<file path="src/rtl/regulator_trim_pkg.sv">
// Shared types for the regulator trim calibrator.
// State, trim and step-direction encodings used by the controller.
package regulator_trim_pkg;

    typedef enum logic [2:0] {
        ST_IDLE,
        ST_SETTLE,
        ST_MEASURE,
        ST_EVAL,
        ST_LOCKED,
        ST_FAIL
    } state_e;

    typedef logic signed [3:0] trim_t;

    localparam trim_t TRIM_MIN = -4'sd8;
    localparam trim_t TRIM_MAX = 4'sd7;

    typedef enum logic [1:0] {
        DIR_NONE,
        DIR_UP,
        DIR_DOWN
    } dir_e;

    function automatic trim_t trim_step(input trim_t t, input dir_e d);
        trim_t r;
        r = t;
        if (d == DIR_UP && t != TRIM_MAX) begin
            r = t + trim_t'(1);
        end else if (d == DIR_DOWN && t != TRIM_MIN) begin
            r = t - trim_t'(1);
        end
        return r;
    endfunction

endpackage

</file>
<file path="src/rtl/trim_settle_timer.sv">
// Loadable down-counter timing the regulator settling window.
// expired is high while the count sits at zero.
module trim_settle_timer #(
    parameter int SETTLE_CYCLES = 16
) (
    input  logic clk,
    input  logic rst,
    input  logic load,
    input  logic count,
    output logic expired
);

    localparam int CNT_W = (SETTLE_CYCLES > 1) ? $clog2(SETTLE_CYCLES) : 1;

    logic [CNT_W-1:0] cnt_q;
    logic [CNT_W-1:0] cnt_d;

    always_comb begin
        cnt_d = cnt_q;
        if (load) begin
            cnt_d = CNT_W'(SETTLE_CYCLES - 1);
        end else if (count && cnt_q != '0) begin
            cnt_d = cnt_q - CNT_W'(1);
        end
    end

    always_ff @(posedge clk) begin
        if (rst) begin
            cnt_q <= '0;
        end else begin
            cnt_q <= cnt_d;
        end
    end

    assign expired = (cnt_q == '0);

endmodule

</file>
<file path="src/rtl/regulator_trim_ctrl.sv">
// Closed-loop trim calibrator: steps trim one LSB at a time until the
// measured vout code is within tolerance, overshoots, saturates or times out.
module regulator_trim_ctrl
    import regulator_trim_pkg::*;
#(
    parameter int ADC_W         = 8,
    parameter int SETTLE_CYCLES = 16,
    parameter int MAX_ITER      = 16,
    parameter int INIT_TRIM     = 0
) (
    input  logic              clk,
    input  logic              rst,
    input  logic              start,
    input  logic [ADC_W-1:0]  target_code,
    input  logic [ADC_W-1:0]  tol_code,
    output logic              meas_req,
    input  logic              meas_valid,
    input  logic [ADC_W-1:0]  meas_code,
    output logic signed [3:0] trim,
    output logic              busy,
    output logic              done,
    output logic              locked,
    output logic              fail,
    output logic              inexact
);

    localparam int    ITER_W = $clog2(MAX_ITER + 1);
    localparam trim_t INIT_T = trim_t'(INIT_TRIM);

    state_e             state_q, state_d;
    trim_t              trim_q, trim_d;
    trim_t              prev_trim_q, prev_trim_d;
    logic [ADC_W:0]     prev_abs_q, prev_abs_d;
    dir_e               prev_dir_q, prev_dir_d;
    logic [ADC_W-1:0]   target_q, target_d;
    logic [ADC_W-1:0]   tol_q, tol_d;
    logic [ADC_W-1:0]   meas_q, meas_d;
    logic [ITER_W-1:0]  iter_q, iter_d;
    logic               busy_q, busy_d;
    logic               done_q, done_d;
    logic               locked_q, locked_d;
    logic               fail_q, fail_d;
    logic               inexact_q, inexact_d;

    logic               timer_load;
    logic               timer_count;
    logic               timer_expired;

    logic signed [ADC_W:0] err;
    logic [ADC_W:0]        abs_err;
    dir_e                  dir_now;

    trim_settle_timer #(
        .SETTLE_CYCLES(SETTLE_CYCLES)
    ) u_timer (
        .clk    (clk),
        .rst    (rst),
        .load   (timer_load),
        .count  (timer_count),
        .expired(timer_expired)
    );

    // One extra bit keeps the difference of two unsigned codes exact.
    always_comb begin
        err     = $signed({1'b0, meas_q}) - $signed({1'b0, target_q});
        abs_err = err[ADC_W] ? (ADC_W+1)'(-err) : (ADC_W+1)'(err);
        dir_now = err[ADC_W] ? DIR_UP : DIR_DOWN;
    end

    always_comb begin
        state_d     = state_q;
        trim_d      = trim_q;
        prev_trim_d = prev_trim_q;
        prev_abs_d  = prev_abs_q;
        prev_dir_d  = prev_dir_q;
        target_d    = target_q;
        tol_d       = tol_q;
        meas_d      = meas_q;
        iter_d      = iter_q;
        busy_d      = busy_q;
        done_d      = 1'b0;
        locked_d    = locked_q;
        fail_d      = fail_q;
        inexact_d   = inexact_q;
        timer_load  = 1'b0;
        timer_count = 1'b0;

        unique case (state_q)
            ST_IDLE, ST_LOCKED, ST_FAIL: begin
                if (start) begin
                    state_d    = ST_SETTLE;
                    trim_d     = INIT_T;
                    target_d   = target_code;
                    tol_d      = tol_code;
                    iter_d     = '0;
                    prev_dir_d = DIR_NONE;
                    locked_d   = 1'b0;
                    fail_d     = 1'b0;
                    inexact_d  = 1'b0;
                    busy_d     = 1'b1;
                    timer_load = 1'b1;
                end
            end
            ST_SETTLE: begin
                timer_count = 1'b1;
                if (timer_expired) begin
                    state_d = ST_MEASURE;
                end
            end
            ST_MEASURE: begin
                if (meas_valid) begin
                    meas_d  = meas_code;
                    iter_d  = iter_q + ITER_W'(1);
                    state_d = ST_EVAL;
                end
            end
            ST_EVAL: begin
                if (abs_err <= {1'b0, tol_q}) begin
                    state_d  = ST_LOCKED;
                    locked_d = 1'b1;
                    busy_d   = 1'b0;
                    done_d   = 1'b1;
                end else if (prev_dir_q != DIR_NONE && dir_now != prev_dir_q) begin
                    // Crossed the target: keep the closer side, current wins a tie.
                    state_d   = ST_LOCKED;
                    locked_d  = 1'b1;
                    inexact_d = 1'b1;
                    busy_d    = 1'b0;
                    done_d    = 1'b1;
                    if (prev_abs_q < abs_err) begin
                        trim_d = prev_trim_q;
                    end
                end else if ((dir_now == DIR_UP && trim_q == TRIM_MAX) ||
                             (dir_now == DIR_DOWN && trim_q == TRIM_MIN)) begin
                    state_d = ST_FAIL;
                    fail_d  = 1'b1;
                    busy_d  = 1'b0;
                    done_d  = 1'b1;
                end else if (iter_q == ITER_W'(MAX_ITER)) begin
                    state_d = ST_FAIL;
                    fail_d  = 1'b1;
                    busy_d  = 1'b0;
                    done_d  = 1'b1;
                end else begin
                    trim_d      = trim_step(trim_q, dir_now);
                    prev_dir_d  = dir_now;
                    prev_trim_d = trim_q;
                    prev_abs_d  = abs_err;
                    state_d     = ST_SETTLE;
                    timer_load  = 1'b1;
                end
            end
            default: begin
                state_d = ST_IDLE;
            end
        endcase
    end

    always_ff @(posedge clk) begin
        if (rst) begin
            state_q     <= ST_IDLE;
            trim_q      <= INIT_T;
            prev_trim_q <= INIT_T;
            prev_abs_q  <= '0;
            prev_dir_q  <= DIR_NONE;
            target_q    <= '0;
            tol_q       <= '0;
            meas_q      <= '0;
            iter_q      <= '0;
            busy_q      <= 1'b0;
            done_q      <= 1'b0;
            locked_q    <= 1'b0;
            fail_q      <= 1'b0;
            inexact_q   <= 1'b0;
        end else begin
            state_q     <= state_d;
            trim_q      <= trim_d;
            prev_trim_q <= prev_trim_d;
            prev_abs_q  <= prev_abs_d;
            prev_dir_q  <= prev_dir_d;
            target_q    <= target_d;
            tol_q       <= tol_d;
            meas_q      <= meas_d;
            iter_q      <= iter_d;
            busy_q      <= busy_d;
            done_q      <= done_d;
            locked_q    <= locked_d;
            fail_q      <= fail_d;
            inexact_q   <= inexact_d;
        end
    end

    assign meas_req = (state_q == ST_MEASURE);
    assign trim     = trim_q;
    assign busy     = busy_q;
    assign done     = done_q;
    assign locked   = locked_q;
    assign fail     = fail_q;
    assign inexact  = inexact_q;

endmodule

</file>
<file path="config.mk">
export PLATFORM = sky130hd
export DESIGN_NAME = regulator_trim_ctrl
export DESIGN_NICKNAME = d
export VERILOG_FILES = /design/src/rtl/regulator_trim_pkg.sv /design/src/rtl/trim_settle_timer.sv /design/src/rtl/regulator_trim_ctrl.sv
export SDC_FILE = /design/constraint.sdc
export NUM_CORES = 1
export LEC_CHECK = 0
export ABC_AREA = 1
export ABC_CLOCK_PERIOD_IN_PS = 3100
export BUFFER_PORTS_ARGS = -buffer_cell sky130_fd_sc_hd__buf_2
export CAP_MARGIN = 20
export CORE_UTILIZATION = 53
export DETAILED_ROUTE_END_ITERATION = 7
export PLACE_DENSITY = 0.76
export SETUP_SLACK_MARGIN = 0.2
export SLEW_MARGIN = 5
export SYNTH_ARGS = -nofsm -noshare
export SYNTH_HDL_FRONTEND = slang
export SYNTH_SLANG_ARGS = --single-unit
</file>
<file path="constraint.sdc">
create_clock -name clk -period 3.1 [get_ports clk]
set_input_delay 0.31 -clock clk [delete_from_list [all_inputs] [get_ports clk]]
set_output_delay 0.31 -clock clk [all_outputs]
set_load 0.005 [all_outputs]
</file>
==> results by group <==
Outcome
  • Status: complete, but fails checks
  • Failing checks: negative setup slack

Cells and area
  • Register area: about 1200 sq um
  • Fill count: 376
  • Post-Layout Cell Count: roughly 690
  • Layout net count: about 660
  • Design area: a little over 5000 sq um
  • Inserted Diodes: 0
  • Fraction of layout cells with a size suffix above 1: 0.372
  • Multi-input gate area: between 2000 and 3000 sq um
  • Synthesis-to-layout area growth: 41.5%

Timing
  • Fin. Hold Viols: 0
  • Slew Limit Headroom: 0.563
  • Fmax: ~0.27 GHz
  • Fin Clk Skew: 0.00894 ns
  • TNS Setup: -14.34 ns
  • Clock period minus worst slack: approximately 3.7 ns
  • Final Max Slew Viols: 0
  • Worst Max-Slew Pin Slew: 0.653 ns
  • Tcrit/Tclk final: 1.18
  • RSZ-0062 raised after global routing: true
  • Final worst setup slack: -0.569 ns
  • Final setup violation count: 30

Route
  • DRC: 0
  • Pre-Repair DR Iteration Count: 5
  • DR iter-0 viols: between 200 and 300
  • Routed Antenna Nets: 0
  • WL per Instance: 16.4 microns
  • DR vias: 3995
  • Routed vias/inst: 5.82
  • Total Routed Length: around 11000 microns

Clocking
  • Clock sinks: 60
  • TritonCTS clock tree: built
  • Worst-Skew Late Latency: 0.36 ns
  • Clock transition at path regs: around 0.070 ns
  • Clk buf depth: 2
  • Clock root buffer: clkbuf_8
  • Clock H-tree levels: 3
  • Total CTS buffers: 9

Yosys
  • Synth unique cells: 43
  • FFs w/ async S/R, synth: 0
  • Syn Area/Cell: just over 7 sq um
  • Synthesized flop and latch total: 60
  • Post-synthesis cell count: ~500
  • Top-area cell type share of the netlist area: 0.328
  • Post-synthesis sequential area ratio: 0.328
  • Syn nets: between 500 and 600
  • Cell type with the largest total area after synthesis: dfxtp_1
  • Synthesis Warnings: 0
  • Most used DFF post-synth: dfxtp_1
  • Netlist Area Pre-Place: around 3700 sq um
  • Synth top area cells: dfxtp_1 (33%), ha_1 (9.6%), inv_1 (8.5%)
  • Number of synthesized flops with an enable pin: 0

Setup path
  • CP max stage cell: fa_2
  • CP Cell Sequence: inv_2 > ha_4 > fa_2 > ha_4 > inv_2 > nor2_2 > nand3_2 > nand2_2 > xor2_2 > buf_4 > inv_4 > ha_4 > nand4_1 > o221ai_2 > nand4_1 > nand2_1 > nand2_2 > nand2_4 > nand4_4 > clkbuf_16 > nand2_2 > a21oi_1
  • Worst r2r src: meas_q[0]$_SDFFE_PP0P_
  • Crit path kind: flop to flop
  • CP required: 3.31 ns
  • Worst Setup EP: prev_abs_q[0]$_SDFFE_PP0P_
  • Top Family by Delay on Critical Path: simple AND/OR/NAND/NOR gates
  • Reg-to-reg slack, setup: -0.57 ns
  • Worst setup EP type: flop
  • Startpoint types: flop
  • R2R depth: 22
  • Worst Setup SP: meas_q[0]$_SDFFE_PP0P_
  • CP Data Arrival Time: 3.88 ns
  • Levels on crit path: 22
  • Slowest Stage Delay on Critical Path: 0.57 ns
  • Crit-path max FO: 6
  • WP buf/inv: 5
  • RR Endpoint: prev_abs_q[0]$_SDFFE_PP0P_

Placed design
  • Placed Instances: 652
  • Number of buffers added on ports: 37
  • Placement Cell Area: 4300 sq um
  • Hpwl dp: 6300 microns
  • Post-Place Setup Slack: -0.373 ns
  • Placer Congestion: 0.872

Floorplanning
  • Core area: around 6500 sq um
  • # rows: 29
  • Die span in x: approximately 85 microns
  • I/O pin count: 38
  • Starting Density: 0.564
  • Die height: around 85 microns
  • Die ar.: a little over 7000 sq um

Worst hold path
  • Hold Path Class: input pin to flop

GRT
  • Vias in the first global route: between 3000 and 4000
  • Total track usage: 0.273
  • GRT overflow: 0
  • Antenna violations before repair: 0
  • Largest net degree at the start of global routing: 41
  • First-pass GRT wire length: 15800 microns

Flow run
  • Max-cap violation count: 0
==> worst reg2reg max path: stages (launching register included) <==
cell	delay, ns
dfxtp_2	0.33
inv_2	0.05
ha_4	0.16
fa_2	0.57
ha_4	0.15
inv_2	0.04
nor2_2	0.08
nand3_2	0.09
nand2_2	0.10
xor2_2	0.16
buf_4	0.15
inv_4	0.04
ha_4	0.27
nand4_1	0.14
o221ai_2	0.17
nand4_1	0.14
nand2_1	0.11
nand2_2	0.10
nand2_4	0.11
nand4_4	0.22
clkbuf_16	0.26
nand2_2	0.06
a21oi_1	0.05
==> final cells by class <==
type                       count  share of cell area
timing repair buffer         101               0.146
sequential                    60               0.232
multi-input combinational    346               0.491
inverter                      87              0.0640
clock buffer                  10              0.0266
clock inverter                 6              0.0215
tap                           77              0.0186
==> registers in the layout, summed over array words and instances, names as in the netlist, 2 cells and up <==
signal,flops
prev_abs_q,9
meas_q,8
target_q,8
tol_q,8
iter_q,5
prev_trim_q,4
trim,4
u_timer.cnt_q,4
state_q,3
prev_dir_q,2
==> Yosys cell counts (all sizes together), types with 2 or more instances <==
cell / number
inv: 86
dfxtp: 60
nand2: 86
o21a: 2
o21ai: 39
nor3: 8
or2: 3
xor2: 11
nor2: 46
clkbuf: 12
a22oi: 4
a21oi: 54
nand3: 21
nand4: 30
fa: 2
ha: 28
buf: 4
a211oi: 2
==> worst min-delay path by stage <==
| stage | startpoint | to | depth (start not counted) |
|---|---|---|---|
| 2_1_floorplan | tol_q[0]$_SDFFE_PP0P_ | tol_q[0]$_SDFFE_PP0P_ | 2 |
| 3_3_place_gp | fail$_SDFFE_PP0P_ | fail$_SDFFE_PP0P_ | 2 |
| 3_5_place_dp | target_q[0]$_SDFFE_PP0P_ | target_q[0]$_SDFFE_PP0P_ | 2 |
| 4_1_cts | meas_code[6] | meas_q[6]$_SDFFE_PP0P_ | 3 |
| 5_1_grt | meas_code[7] | meas_q[7]$_SDFFE_PP0P_ | 3 |
| 6_report | meas_code[6] | meas_q[6]$_SDFFE_PP0P_ | 3 |
==> cell families (layout without fill, tap and decap cells) <==
group           after synthesis  count (layout)  share of synthesized area
compound gates              108             108                      0.162
fa+ha+maj                    30              30                      0.107
xor+xnor                     11              11                     0.0263
buf+inv                     103             204                      0.113
simple gates                197             197                      0.264
flops                        60              60                      0.328
==> metal layers <==
metal  share of wire  vias to the layer above  track usage
met5               0                        -            0
met4           0.039                        0        0.108
met3           0.069                       52       0.0584
met2            0.49                      204        0.482
met1            0.40                     1868        0.323
li1                -                     1871            -
==> placed cells by master, fill, tap and decap left out, types with 7 or more instances in the layout <==
cell type / Yosys / layout
a21oi_1: 51 / 34
a21oi_2: 3 / 18
buf_2: 1 / 37
buf_4: 0 / 55
clkbuf_8: 0 / 10
dfxtp_1: 60 / 58
ha_1: 28 / 22
inv_1: 83 / 75
inv_2: 2 / 9
nand2_1: 77 / 57
nand2_2: 8 / 10
nand2_4: 1 / 16
nand3_1: 19 / 14
nand4_1: 28 / 28
nor2_1: 40 / 34
o21ai_0: 38 / 31
xor2_1: 11 / 7
==> per-stage QoR <==
stage               hold slack (ns)   util
detailed placement            0.447  0.661
global placement              0.440  0.661
floorplan                     0.428      -
finish                        0.179  0.798
global route                  0.184  0.798
CTS                           0.173  0.736
==> timing repair <==
item / 4_1_cts / 5_1_grt
pin swaps: 18 / 24
resized for setup: 30 / 72
hold buffers: 0 / 0
setup buffers: 10 / 7
gates cloned: 0 / 1
setup endpoints to repair: 30 / 30
Power is not shown: default switching activity piles up to over one toggle a cycle in this logic, so the estimate is an artifact.
